[src/rtl/id_ex_stage.sv]
// ID/EX pipeline register with MEM/WB bypass forwarding, ALU operand select and load-use bubble.
// Optional bubble counter enabled by defining IDEX_PERF_CNT_EN.
package id_ex_pkg;
    typedef enum logic [3:0] {
        ALU_ADD  = 4'd0,
        ALU_SUB  = 4'd1,
        ALU_AND  = 4'd2,
        ALU_OR   = 4'd3,
        ALU_XOR  = 4'd4,
        ALU_SLL  = 4'd5,
        ALU_SRL  = 4'd6,
        ALU_SRA  = 4'd7,
        ALU_SLT  = 4'd8,
        ALU_SLTU = 4'd9
    } alu_ctrl_e;
endpackage

module id_ex_stage
    import id_ex_pkg::*;
#(
    parameter int unsigned XLEN = 32,
    parameter int unsigned RA_W = 5
) (
    input  logic            clk,
    input  logic            rst,
    input  logic            flush,
    input  logic            id_valid,
    output logic            id_ready,
    input  logic [XLEN-1:0] id_pc,
    input  logic [XLEN-1:0] id_rs1_data,
    input  logic [XLEN-1:0] id_rs2_data,
    input  logic [XLEN-1:0] id_imm,
    input  logic [RA_W-1:0] id_rs1,
    input  logic [RA_W-1:0] id_rs2,
    input  logic [RA_W-1:0] id_rd,
    input  logic [1:0]      id_a_sel,
    input  logic            id_b_sel,
    input  alu_ctrl_e       id_alu_ctrl,
    input  logic            id_reg_write,
    input  logic            id_mem_read,
    input  logic            id_mem_write,
    input  logic [RA_W-1:0] mem_rd,
    input  logic            mem_reg_write,
    input  logic [XLEN-1:0] mem_fwd_data,
    input  logic [RA_W-1:0] wb_rd,
    input  logic            wb_reg_write,
    input  logic [XLEN-1:0] wb_fwd_data,
    output logic            ex_valid,
    input  logic            ex_ready,
    output logic [XLEN-1:0] alu_a,
    output logic [XLEN-1:0] alu_b,
    output alu_ctrl_e       alu_ctrl,
    output logic [XLEN-1:0] ex_store_data,
    output logic [XLEN-1:0] ex_pc,
    output logic [RA_W-1:0] ex_rd,
    output logic            ex_reg_write,
    output logic            ex_mem_read,
    output logic            ex_mem_write
`ifdef IDEX_PERF_CNT_EN
    ,
    output logic [31:0]     bubble_cnt
`endif
);

    localparam int unsigned CNT_W = 32;

    logic            ex_valid_q, ex_valid_d;
    logic [XLEN-1:0] pc_q, pc_d, rs1_data_q, rs1_data_d, rs2_data_q, rs2_data_d, imm_q, imm_d;
    logic [RA_W-1:0] rs1_q, rs1_d, rs2_q, rs2_d, rd_q, rd_d;
    logic [1:0]      a_sel_q, a_sel_d;
    logic            b_sel_q, b_sel_d;
    alu_ctrl_e       alu_ctrl_q, alu_ctrl_d;
    logic            reg_write_q, reg_write_d, mem_read_q, mem_read_d, mem_write_q, mem_write_d;
    logic [CNT_W-1:0] bubble_cnt_q, bubble_cnt_d;

    logic            advance_c, hazard_c, load_c, bubble_c;
    logic [XLEN-1:0] rs1_fwd_c, rs2_fwd_c;

    // Handshake and load-use detection against the instruction currently in EX
    always_comb begin
        advance_c = !ex_valid_q || ex_ready;
        hazard_c  = ex_valid_q && mem_read_q && (rd_q != '0) &&
                    ((rd_q == id_rs1) || (rd_q == id_rs2));
        id_ready  = advance_c && !hazard_c && !flush;
        load_c    = !flush && advance_c && id_valid && !hazard_c;
        bubble_c  = !flush && advance_c && !load_c;
    end

    always_comb begin
        ex_valid_d   = ex_valid_q;
        pc_d         = pc_q;
        rs1_data_d   = rs1_data_q;
        rs2_data_d   = rs2_data_q;
        imm_d        = imm_q;
        rs1_d        = rs1_q;
        rs2_d        = rs2_q;
        rd_d         = rd_q;
        a_sel_d      = a_sel_q;
        b_sel_d      = b_sel_q;
        alu_ctrl_d   = alu_ctrl_q;
        reg_write_d  = reg_write_q;
        mem_read_d   = mem_read_q;
        mem_write_d  = mem_write_q;
        bubble_cnt_d = bubble_cnt_q;
        if (flush || bubble_c) begin
            ex_valid_d  = 1'b0;
            reg_write_d = 1'b0;
            mem_read_d  = 1'b0;
            mem_write_d = 1'b0;
        end else if (load_c) begin
            ex_valid_d  = 1'b1;
            pc_d        = id_pc;
            rs1_data_d  = id_rs1_data;
            rs2_data_d  = id_rs2_data;
            imm_d       = id_imm;
            rs1_d       = id_rs1;
            rs2_d       = id_rs2;
            rd_d        = id_rd;
            a_sel_d     = id_a_sel;
            b_sel_d     = id_b_sel;
            alu_ctrl_d  = id_alu_ctrl;
            reg_write_d = id_reg_write;
            mem_read_d  = id_mem_read;
            mem_write_d = id_mem_write;
        end
`ifdef IDEX_PERF_CNT_EN
        if (bubble_c && id_valid) begin
            bubble_cnt_d = bubble_cnt_q + CNT_W'(1);
        end
`endif
    end

    always_ff @(posedge clk or posedge rst) begin
        if (rst) begin
            ex_valid_q   <= 1'b0;
            pc_q         <= '0;
            rs1_data_q   <= '0;
            rs2_data_q   <= '0;
            imm_q        <= '0;
            rs1_q        <= '0;
            rs2_q        <= '0;
            rd_q         <= '0;
            a_sel_q      <= '0;
            b_sel_q      <= 1'b0;
            alu_ctrl_q   <= ALU_ADD;
            reg_write_q  <= 1'b0;
            mem_read_q   <= 1'b0;
            mem_write_q  <= 1'b0;
            bubble_cnt_q <= '0;
        end else begin
            ex_valid_q   <= ex_valid_d;
            pc_q         <= pc_d;
            rs1_data_q   <= rs1_data_d;
            rs2_data_q   <= rs2_data_d;
            imm_q        <= imm_d;
            rs1_q        <= rs1_d;
            rs2_q        <= rs2_d;
            rd_q         <= rd_d;
            a_sel_q      <= a_sel_d;
            b_sel_q      <= b_sel_d;
            alu_ctrl_q   <= alu_ctrl_d;
            reg_write_q  <= reg_write_d;
            mem_read_q   <= mem_read_d;
            mem_write_q  <= mem_write_d;
            bubble_cnt_q <= bubble_cnt_d;
        end
    end

    // Bypass: MEM beats WB, x0 never forwarded
    always_comb begin
        rs1_fwd_c = rs1_data_q;
        if (mem_reg_write && (mem_rd != '0) && (mem_rd == rs1_q)) begin
            rs1_fwd_c = mem_fwd_data;
        end else if (wb_reg_write && (wb_rd != '0) && (wb_rd == rs1_q)) begin
            rs1_fwd_c = wb_fwd_data;
        end
        rs2_fwd_c = rs2_data_q;
        if (mem_reg_write && (mem_rd != '0) && (mem_rd == rs2_q)) begin
            rs2_fwd_c = mem_fwd_data;
        end else if (wb_reg_write && (wb_rd != '0) && (wb_rd == rs2_q)) begin
            rs2_fwd_c = wb_fwd_data;
        end
    end

    always_comb begin
        case (a_sel_q)
            2'd0:    alu_a = rs1_fwd_c;
            2'd1:    alu_a = pc_q;
            default: alu_a = '0;
        endcase
        alu_b         = b_sel_q ? imm_q : rs2_fwd_c;
        ex_store_data = rs2_fwd_c;
        alu_ctrl      = alu_ctrl_q;
        ex_valid      = ex_valid_q;
        ex_pc         = pc_q;
        ex_rd         = rd_q;
        ex_reg_write  = reg_write_q;
        ex_mem_read   = mem_read_q;
        ex_mem_write  = mem_write_q;
    end

`ifdef IDEX_PERF_CNT_EN
    assign bubble_cnt = bubble_cnt_q;
`endif

endmodule
[config.mk]
export PLATFORM = sky130hd
export DESIGN_NAME = id_ex_stage
export DESIGN_NICKNAME = d
export VERILOG_FILES = /design/src/rtl/id_ex_stage.sv
export SDC_FILE = /design/constraint.sdc
export NUM_CORES = 1
export LEC_CHECK = 0
export BUFFER_PORTS_ARGS = -buffer_cell sky130_fd_sc_hd__clkbuf_2
export CAP_MARGIN = 40
export CORE_AREA = 2 2 147 149
export CTS_CLUSTER_SIZE = 25
export DETAILED_ROUTE_END_ITERATION = 10
export DIE_AREA = 0 0 149 151
export PLACE_DENSITY = 0.67
export SLEW_MARGIN = 15
export SYNTH_ARGS = -nofsm -noshare
export SYNTH_HDL_FRONTEND = slang
export SYNTH_SLANG_ARGS = --single-unit
[constraint.sdc]
create_clock -name clk -period 13.65 [get_ports clk]
set_input_delay 2.73 -clock clk [delete_from_list [all_inputs] [get_ports clk]]
set_output_delay 2.73 -clock clk [all_outputs]
set_load 0.01 [all_outputs]
==> After elaboration in Yosys (flattened, before gate mapping) <==
Cells that the tools add are included.
{ "word_totals": {"ff_bits": 154, "in_bits": 234, "output_inout_bits": 142, "word_cells": 64} }
{ "op_classes": {"eq_ne": 7, "n_mux": 14, "bitwise_logic": 1, "n_reduce_logical": 28} }
{ "ops": {"columns": ["operator", "n"], "rows": [
  ["$mux W32", 5],
  ["$pmux W32 S2", 1],
  ["$eq A5 B5 Y1", 6],
  ["$logic_and A1 B1 Y1", 15],
  ["$reduce_bool A5 Y1", 3],
  ["$mux W1", 8],
  ["$logic_not A1 Y1", 4],
  ["$logic_or A1 B1 Y1", 3],
  ["$eq A2 B1 Y1 const B", 1],
  ["$logic_not A2 Y1", 1],
  ["$reduce_and A2 Y1", 1],
  ["$reduce_bool A2 Y1", 1],
  ["$not A1 Y1", 1]
]} }

==> Longest topological paths before layout <==
Gate-level depths: netlist (run 1).
{ "depth": {"depth_word": 10, "depth_mapped": 7, "depth_no_buf": 5} }

==> Least setup slack after synthesis (run 1) <==
OpenSTA, ideal clock, no wires.
{ "synth_path": {"path_kind": "input to output", "from": "input port wb_rd[0]", "to": "output port alu_a[0]", "t_arrival_ns": 4.311, "required_ns": 10.920, "path_slack_ns": 6.609, "stages": 7, "path_buffers": 2, "path_cell_list": "or4_1 o211ai_2 or2_1 buf_2 buf_2 a211oi_1 o21ai_0"} }
{ "synth_between": {"elab_chain_len": 6, "elab_cells_between_ends": 7, "classes_between": "eq/ne: 1; mux: 3; reduce/logical: 3"} }
{ "synth_lines": {"columns": ["item", "line", "rtl"], "rows": [
  ["from (decl)", "45", "input logic [RA_W-1:0] wb_rd,"],
  ["$reduce_bool A5 Y1", "174", "end else if (wb_reg_write && (wb_rd != '0) && (wb_rd == rs1_q)) begin"],
  ["$logic_and A1 B1 Y1", "174", null],
  ["$logic_and A1 B1 Y1 (*)", "174", null],
  ["$mux W32 (*)", "174", null],
  ["$mux W32 (*)", "172", "if (mem_reg_write && (mem_rd != '0) && (mem_rd == rs1_q)) begin"],
  ["$pmux W32 S2 (*)", "186", "case (a_sel_q)"],
  ["to (decl)", "50", "output logic [XLEN-1:0] alu_a,"]
]} }
Every way passes the cells marked *; elsewhere a longest branch is shown, timed or not.

==> Final worst setup path (run 1) <==
{ "layout_path": {"from": "input port mem_rd[1]", "to": "output port alu_a[0]"} }
{ "layout_between": {"elab_chain_len": 5, "elab_cells_between_ends": 6, "classes_between": "eq/ne: 1; mux: 2; reduce/logical: 3"} }
{ "layout_lines": {"columns": ["item", "line", "rtl"], "rows": [
  ["from (decl)", "42", "input logic [RA_W-1:0] mem_rd,"],
  ["$reduce_bool A5 Y1", "172", null],
  ["$logic_and A1 B1 Y1", "172", null],
  ["$logic_and A1 B1 Y1 (*)", "172", null],
  ["$mux W32 (*)", "172", null],
  ["$pmux W32 S2 (*)", "186", null]
]} }
Marks and branches as above.

==> results.toml, run 1 <==
[run_status]
outcome = "complete, no violations"

[clocking]
holdBufCountCts = 0
cts_resized = 0
cts.clk_slew.worst_paths_ns = 0.06
clock-sinks = 154
clock_latency_ns = 0.41
cts_tree = "built"
numCtsBuffers = 17
cts_root_buf = "clkbuf_16"
h-tree-depth = 4
max-clock-path-buffers = 2
cts_setup_buffers = 0

[worst_setup_path]
cp_slowest_cell = "or2_2"
crit_buf_inv = 2
crit_type = "in2out"
path_max_fanout = 32
crit_arrival_ns = 5.16
critPathMaxStageDelay_ns = 0.68
cp-start-kind = "input pin"
crit_path_start = "mem_rd[1]"
path_cells = "clkbuf_2 -> or4_1 -> o2111ai_1 -> or2_2 -> o21ai_0 -> o21ai_0 -> clkbuf_2"
r2r-start = "ex_rd[0]"
crit_family = "simple AND/OR/NAND/NOR gates"
critPathCaptureType = "output pin"
worstPathRequired_ns = 10.92

[floorplanning]
io_pins = 376
initial_core_util_pct = 40.8
die-width_um = 149
die_h_um = 151
coreArea_mm2 = 0.0208
placementRows = 53
die_area_mm2 = 0.0225

[timing]
hold_viol_final = 0
fin_crit_ns = 7.89
worst_pin_slew_ns = 0.860
slew_violations = 0
max-slew-margin-rel_pct = 42.6
setup_violations = 0
setup_tns_ns = 0
skew_ns = 0.0108
fmax_mhz = 127
timing.final.crit_share_pct = 57.8
rsz0062_at_grt = "no"

[yosys]
synthCells = 819
ys_ff_latch = 154
synth_warnings = 0
synth.distinct_cells = 37
synth_area_per_cell_um2 = 10.4
synth-seq-area-share_pct = 45.4
synth_fp_nets = 1053
synth_area_mm2 = 0.00849

[placement]
gp_congestion = 0.887
dpl.hpwl_um = 20900
portBuffers = 375
dp.cells = 1424

[detailed_routing]
totalWireLength_um = 28100
drc_errors = 0
ant_nets = 0
avgViaCountPerCell = 5.34
wl_per_cell_um = 19.3
drtPass1Iterations = 5
via_count = 7778
drt_iter0_drc = 349

[cells_and_area]
drive_gt1_share_pct = 43.7
nNetsFinal = 1403
layout_commonest_cell = "clkbuf_2"
synthToLayoutAreaGrowth_pct = 33.4
final_cell_count_no_fill = 1457
mostFrequentLayoutCells = "clkbuf_2, dfrtp_1, mux2_2"
sequential_cell_area_mm2 = 0.00385
antennaDiodeCount = 0
fill_cells = 1915
multiInputGateArea_mm2 = 0.00413

[global_route]
antenna_found_initial = 0
busiest_layer = "met2"
globalRouteMet2Util_pct = 42.9
grt_max_degree = 88
grt_usage_pct = 24.6
grt_overflow = 0
grt_pass1_vias = 7835
use_met3_pct = 6.23
grt_pass1_wl_um = 42300
use_met1_pct = 30.1

[pwr]
ir_worst_vdd_uv = 76.2
p_total_w = 0.00155
powerDensity_mw_per_mm2 = 137
p_leak_nw = 5.33

[worst_hold_path]
hold_class = "reg2reg"
hp-start = "imm_q[21]"

[run]
drv_cap = 0
[synth_stat cells (all sizes together)]
master	number	area (µm²)
clkbuf	31	116
a21bo	1	10.0
o311a	1	10.0
o211a	1	10.0
o211ai	1	12.5
a21boi	1	7.51
nand4	1	6.26
mux2	150	1690
nor2b	1	6.26
o21ai	64	320
nor3	65	330
xnor2	29	254
nand2	37	139
mux2i	32	320
or4	2	15.0
o22ai	1	6.26
nand3	4	20.0
a22o	3	26.3
buf	31	203
and4	1	8.76
or2	2	12.5
a21oi	37	189
nor2	36	135
a221oi	32	280
inv	66	248
and2	1	6.26
or3	1	6.26
dfrtp	154	3850
a211oi	32	240
o2111ai	1	8.76
[flip-flops by register name, summed over array words and instances, names as in the netlist]
register	flops
ex_mem_write	1
ex_valid	1
a_sel_q	2
ex_mem_read	1
rs2_data_q	32
rs1_data_q	32
ex_rd	5
alu_ctrl	4
imm_q	32
ex_pc	32
rs2_q	5
rs1_q	5
ex_reg_write	1
b_sel_q	1
[final timing paths]
| check | end | slack (ns) | depth (start not counted) |
|---|---|---|---|
| setup reg to reg | ex_rd[4] | 10.48 | 6 |
| min in group asynchronous | alu_ctrl[2] | 2.19 | 2 |
| max in group asynchronous | rs1_data_q[27] | 10.25 | 5 |
| hold reg to reg | imm_q[21] | 0.49 | 1 |
| setup / recovery | alu_a[0] | 5.76 | 7 |
| hold / removal | imm_q[21] | 0.49 | 1 |
[cells by family (layout without fill, tap and decap cells)]
logic type,after synthesis,count (layout),synth area share [%]
AO/OA/AOI/OAI,175,175,13.2
XOR/XNOR,29,29,2.99
buffers and inverters,128,491,6.68
flip-flops,154,154,45.4
multiplexers,182,182,23.7
AND/OR/NAND/NOR,151,151,8.08
[where the power goes]
group          internal, W  leakage [nW]  total (W)  switching [W]
Combinational     0.000225          3.25   0.000488       0.000263
Sequential        0.000536          1.81   0.000593      0.0000563
Clock             0.000272         0.264   0.000473       0.000200
[per-stage QoR]
step | setup slack [ns] | util (%) | area [µm²] | hold slack (ns)
global route | 5.57 | 54.4 | 11300 | 0.502
floorplan | 6.61 | - | 8490 | 0.457
global placement | 5.54 | 50.5 | 10500 | 0.467
finish | 5.76 | 54.4 | 11300 | 0.487
detailed placement | 5.77 | 51.5 | 10700 | 0.476
CTS | 5.77 | 54.2 | 11300 | 0.490
[cell type report]
cell class | instances | area share [%]
timing repair buffer | 393 | 19.1
sequential | 154 | 34.0
inverter | 66 | 2.23
tap | 275 | 3.04
clock buffer | 20 | 3.86
clock inverter | 12 | 1.25
multi-input combinational | 537 | 36.5
[metal layers]
metal	share of wire, %	vias to the layer above	routed length (µm)
li1	-	3634	-
met4	2.2	0	605
met3	7.4	47	2080
met1	41	3758	11600
met5	0	-	0
met2	49	339	13800
Power figures use the tool's default switching activity.
==> run 2: changes to the inputs <==
--- a/config.mk
+++ b/config.mk
@@ -5,13 +5,14 @@
 export SDC_FILE = /design/constraint.sdc
 export NUM_CORES = 1
 export LEC_CHECK = 0
+export ABC_AREA = 1
 export BUFFER_PORTS_ARGS = -buffer_cell sky130_fd_sc_hd__clkbuf_2
 export CAP_MARGIN = 40
-export CORE_AREA = 2 2 147 149
+export CORE_AREA = 2 2 145 147
 export CTS_CLUSTER_SIZE = 25
 export DETAILED_ROUTE_END_ITERATION = 10
-export DIE_AREA = 0 0 149 151
-export PLACE_DENSITY = 0.67
+export DIE_AREA = 0 0 147 149
+export PLACE_DENSITY = 0.73
 export SLEW_MARGIN = 15
 export SYNTH_ARGS = -nofsm -noshare
 export SYNTH_HDL_FRONTEND = slang
==> constraint.sdc (replaced) <==
create_clock -name clk -period 8.2 [get_ports clk]
set_input_delay 1.64 -clock clk [delete_from_list [all_inputs] [get_ports clk]]
set_output_delay 1.64 -clock clk [all_outputs]
set_load 0.01 [all_outputs]
==> results.toml, run 2 <==
[worst_setup_path]
path_cells = "clkbuf_2 -> inv_1 -> nand3_1 -> nand2_1 -> nor2_4 -> nand2_1 -> buf_4 -> nand2_1 -> nand3_1 -> nand3_1 -> nand2_1 -> clkbuf_2"
rr_worst_depth = 10
critPathMaxStageDelay_ns = 0.67
path_max_fanout = 33
critPathCaptureType = "output pin"
crit_top_cell = "nand2_1"
cp-start-kind = "input pin"
crit_arrival_ns = 4.29
crit_type = "in2out"
worstPathRequired_ns = 6.56
cp_slowest_cell = "nor2_4"

[detailed_routing]
wl_per_cell_um = 18.3
drc_errors = 0
via_count = 10600
drt_iter0_drc = 900
avgViaCountPerCell = 5.34
totalWireLength_um = 36200
drtPass1Iterations = 7
ant_nets = 0

[timing]
fmax_mhz = 169
slew_violations = 0
fin_crit_ns = 5.93
rsz0062_at_grt = "no"
setup_slack_ns = 2.27
setup_tns_ns = 0
hold_viol_final = 0
timing.final.crit_share_pct = 72.3
whs_ns = 0.472
max-slew-margin-rel_pct = 41.5
worst_pin_slew_ns = 0.876
skew_ns = 0.0109
setup_violations = 0

[yosys]
synth_most_common_cell = "nand2_1"
synth.top_cell.area_share_pct = 41.4
synth.distinct_cells = 23
yosysTopAreaCell = "dfrtp_1"
synth-seq-area-share_pct = 41.4
synth_fp_nets = 1611
yosys-top-cells-area = "dfrtp_1, nand2_1, nand3_1, inv_1, and2_1"
ys_ff_latch = 154
synthCells = 1377
synth_flop_cell = "dfrtp_1"
synth_area_mm2 = 0.00930
synthTopCellsByCount = "nand2_1, nand3_1, dfrtp_1"
synth_area_per_cell_um2 = 6.75
async_flop_share_pct = 100
synth_warnings = 0
synth-edff-count = 0

[global_route]
globalRouteMet2Util_pct = 48.9
grt_overflow = 0
busiest_layer = "met2"
antenna_found_initial = 1
grt_pass1_wl_um = 55300
grt_pass1_vias = 9852
grt_max_degree = 107
grt_usage_pct = 32.6
use_met1_pct = 46.7
use_met3_pct = 6.48

[clocking]
cts_root_buf = "clkbuf_16"
cts_resized = 0
max-clock-path-buffers = 2
cts_tree = "built"
clock-sinks = 154
numCtsBuffers = 17
cts.clk_slew.worst_paths_ns = 0.06
cts_setup_buffers = 0
clock_latency_ns = 0.43
h-tree-depth = 4
holdBufCountCts = 0

[floorplanning]
die-width_um = 147
die_h_um = 149
placementRows = 53
initial_core_util_pct = 45.2
coreArea_mm2 = 0.0206
io_pins = 376
die_area_mm2 = 0.0219

[pwr]
ir_worst_vdd_uv = 148
powerDensity_mw_per_mm2 = 213
p_leak_nw = 7.04

[run_status]
outcome = "complete, no violations"

[cells_and_area]
mostFrequentLayoutCells = "nand2_1, nand3_1, clkbuf_2"
multiInputGateArea_mm2 = 0.00476
sequential_cell_area_mm2 = 0.00385
layout_commonest_cell = "nand2_1"
synthToLayoutAreaGrowth_pct = 28.7
drive_gt1_share_pct = 25.6
fill_cells = 2023
nNetsFinal = 1924

[placement]
gp_congestion = 0.986
portBuffers = 375
pre_cts_ws_ns = 2.34
dpl.hpwl_um = 26400

[run]
drv_cap = 0

[worst_hold_path]
hold_class = "reg2reg"
worstHoldPathCells = 2
==> run 2: cell types whose count changed in the layout (fill, tap and decap cells not counted), moves of 18 or more <==
cell	change
nand2_1	+536
nand3_1	+381
mux2_2	-83
mux2_1	-67
nor3_1	-63
o21ai_0	-46
a21oi_1	-33
a211oi_1	-32
a221oi_1	-32
mux2i_1	-32
and2_1	+31
nor2_1	-24
xnor2_1	-18
==> run 2: cells by family after synthesis <==
kind of cell / Yosys count / share of synthesized area, %
xor+xnor: 28 / 2.64
flops: 154 / 41.4
buf+inv: 175 / 8.25
compound gates: 6 / 0.323
simple gates: 1014 / 47.3
==> run 2: path summary, 6_finish.rpt <==
check / to / from / slack, ns
worst max-delay path: alu_b[28] / wb_rd[3] / 2.27
worst min-delay path: imm_q[26] / imm_q[26] / 0.47
worst max register to register: rs1_q[3] / ex_rd[1] / 5.39
worst min register to register: imm_q[26] / imm_q[26] / 0.47
max in group asynchronous: imm_q[27] / rst / 5.69
min in group asynchronous: alu_ctrl[2] / rst / 1.16
==> run 2: per-layer routing <==
layer	wire (µm)	share of wire, %
met3	3220	8.9
met1	15700	43
met2	16100	44
met4	1140	3.2
met5	0	0
==> run 2: report_power, final <==
group / switching [W] / internal, W / leakage [nW] / total, W
combinational: 0.000494 / 0.000281 / 4.85 / 0.000775
sequential: 0.0000821 / 0.000865 / 1.91 / 0.000947
clock: 0.000352 / 0.000468 / 0.280 / 0.000820
total: 0.000928 / 0.00161 / 7.04 / 0.00254
==> run 2: cell type report <==
| class | count | area share, % |
|---|---|---|
| clock buffers | 20 | 3.82 |
| flip-flops and latches | 154 | 32.2 |
| diodes | 1 | 0.0209 |
| well taps | 275 | 2.88 |
| multi-input cells | 1048 | 39.8 |
| inverters | 78 | 2.49 |
| repair buffers | 391 | 17.6 |
| clock inverters | 12 | 1.16 |
==> run 2: critical path, delay by kind of cell <==
kind / cells / cell delay, ns
and+or+nand+nor: 8 / 1.93
buffers and inverters: 4 / 0.72
==> run 2: stage by stage <==
stage	power, W	instance area, µm²	utilization (%)	cells
2_1_floorplan	0.00138	9300	-	1377
3_3_place_gp	0.00171	11200	54.5	1940
3_5_place_dp	0.00173	11400	55.3	1946
4_1_cts	0.00254	12000	58.2	1978
5_1_grt	0.00268	12000	58.2	1978
6_report	0.00254	12000	58.2	1979
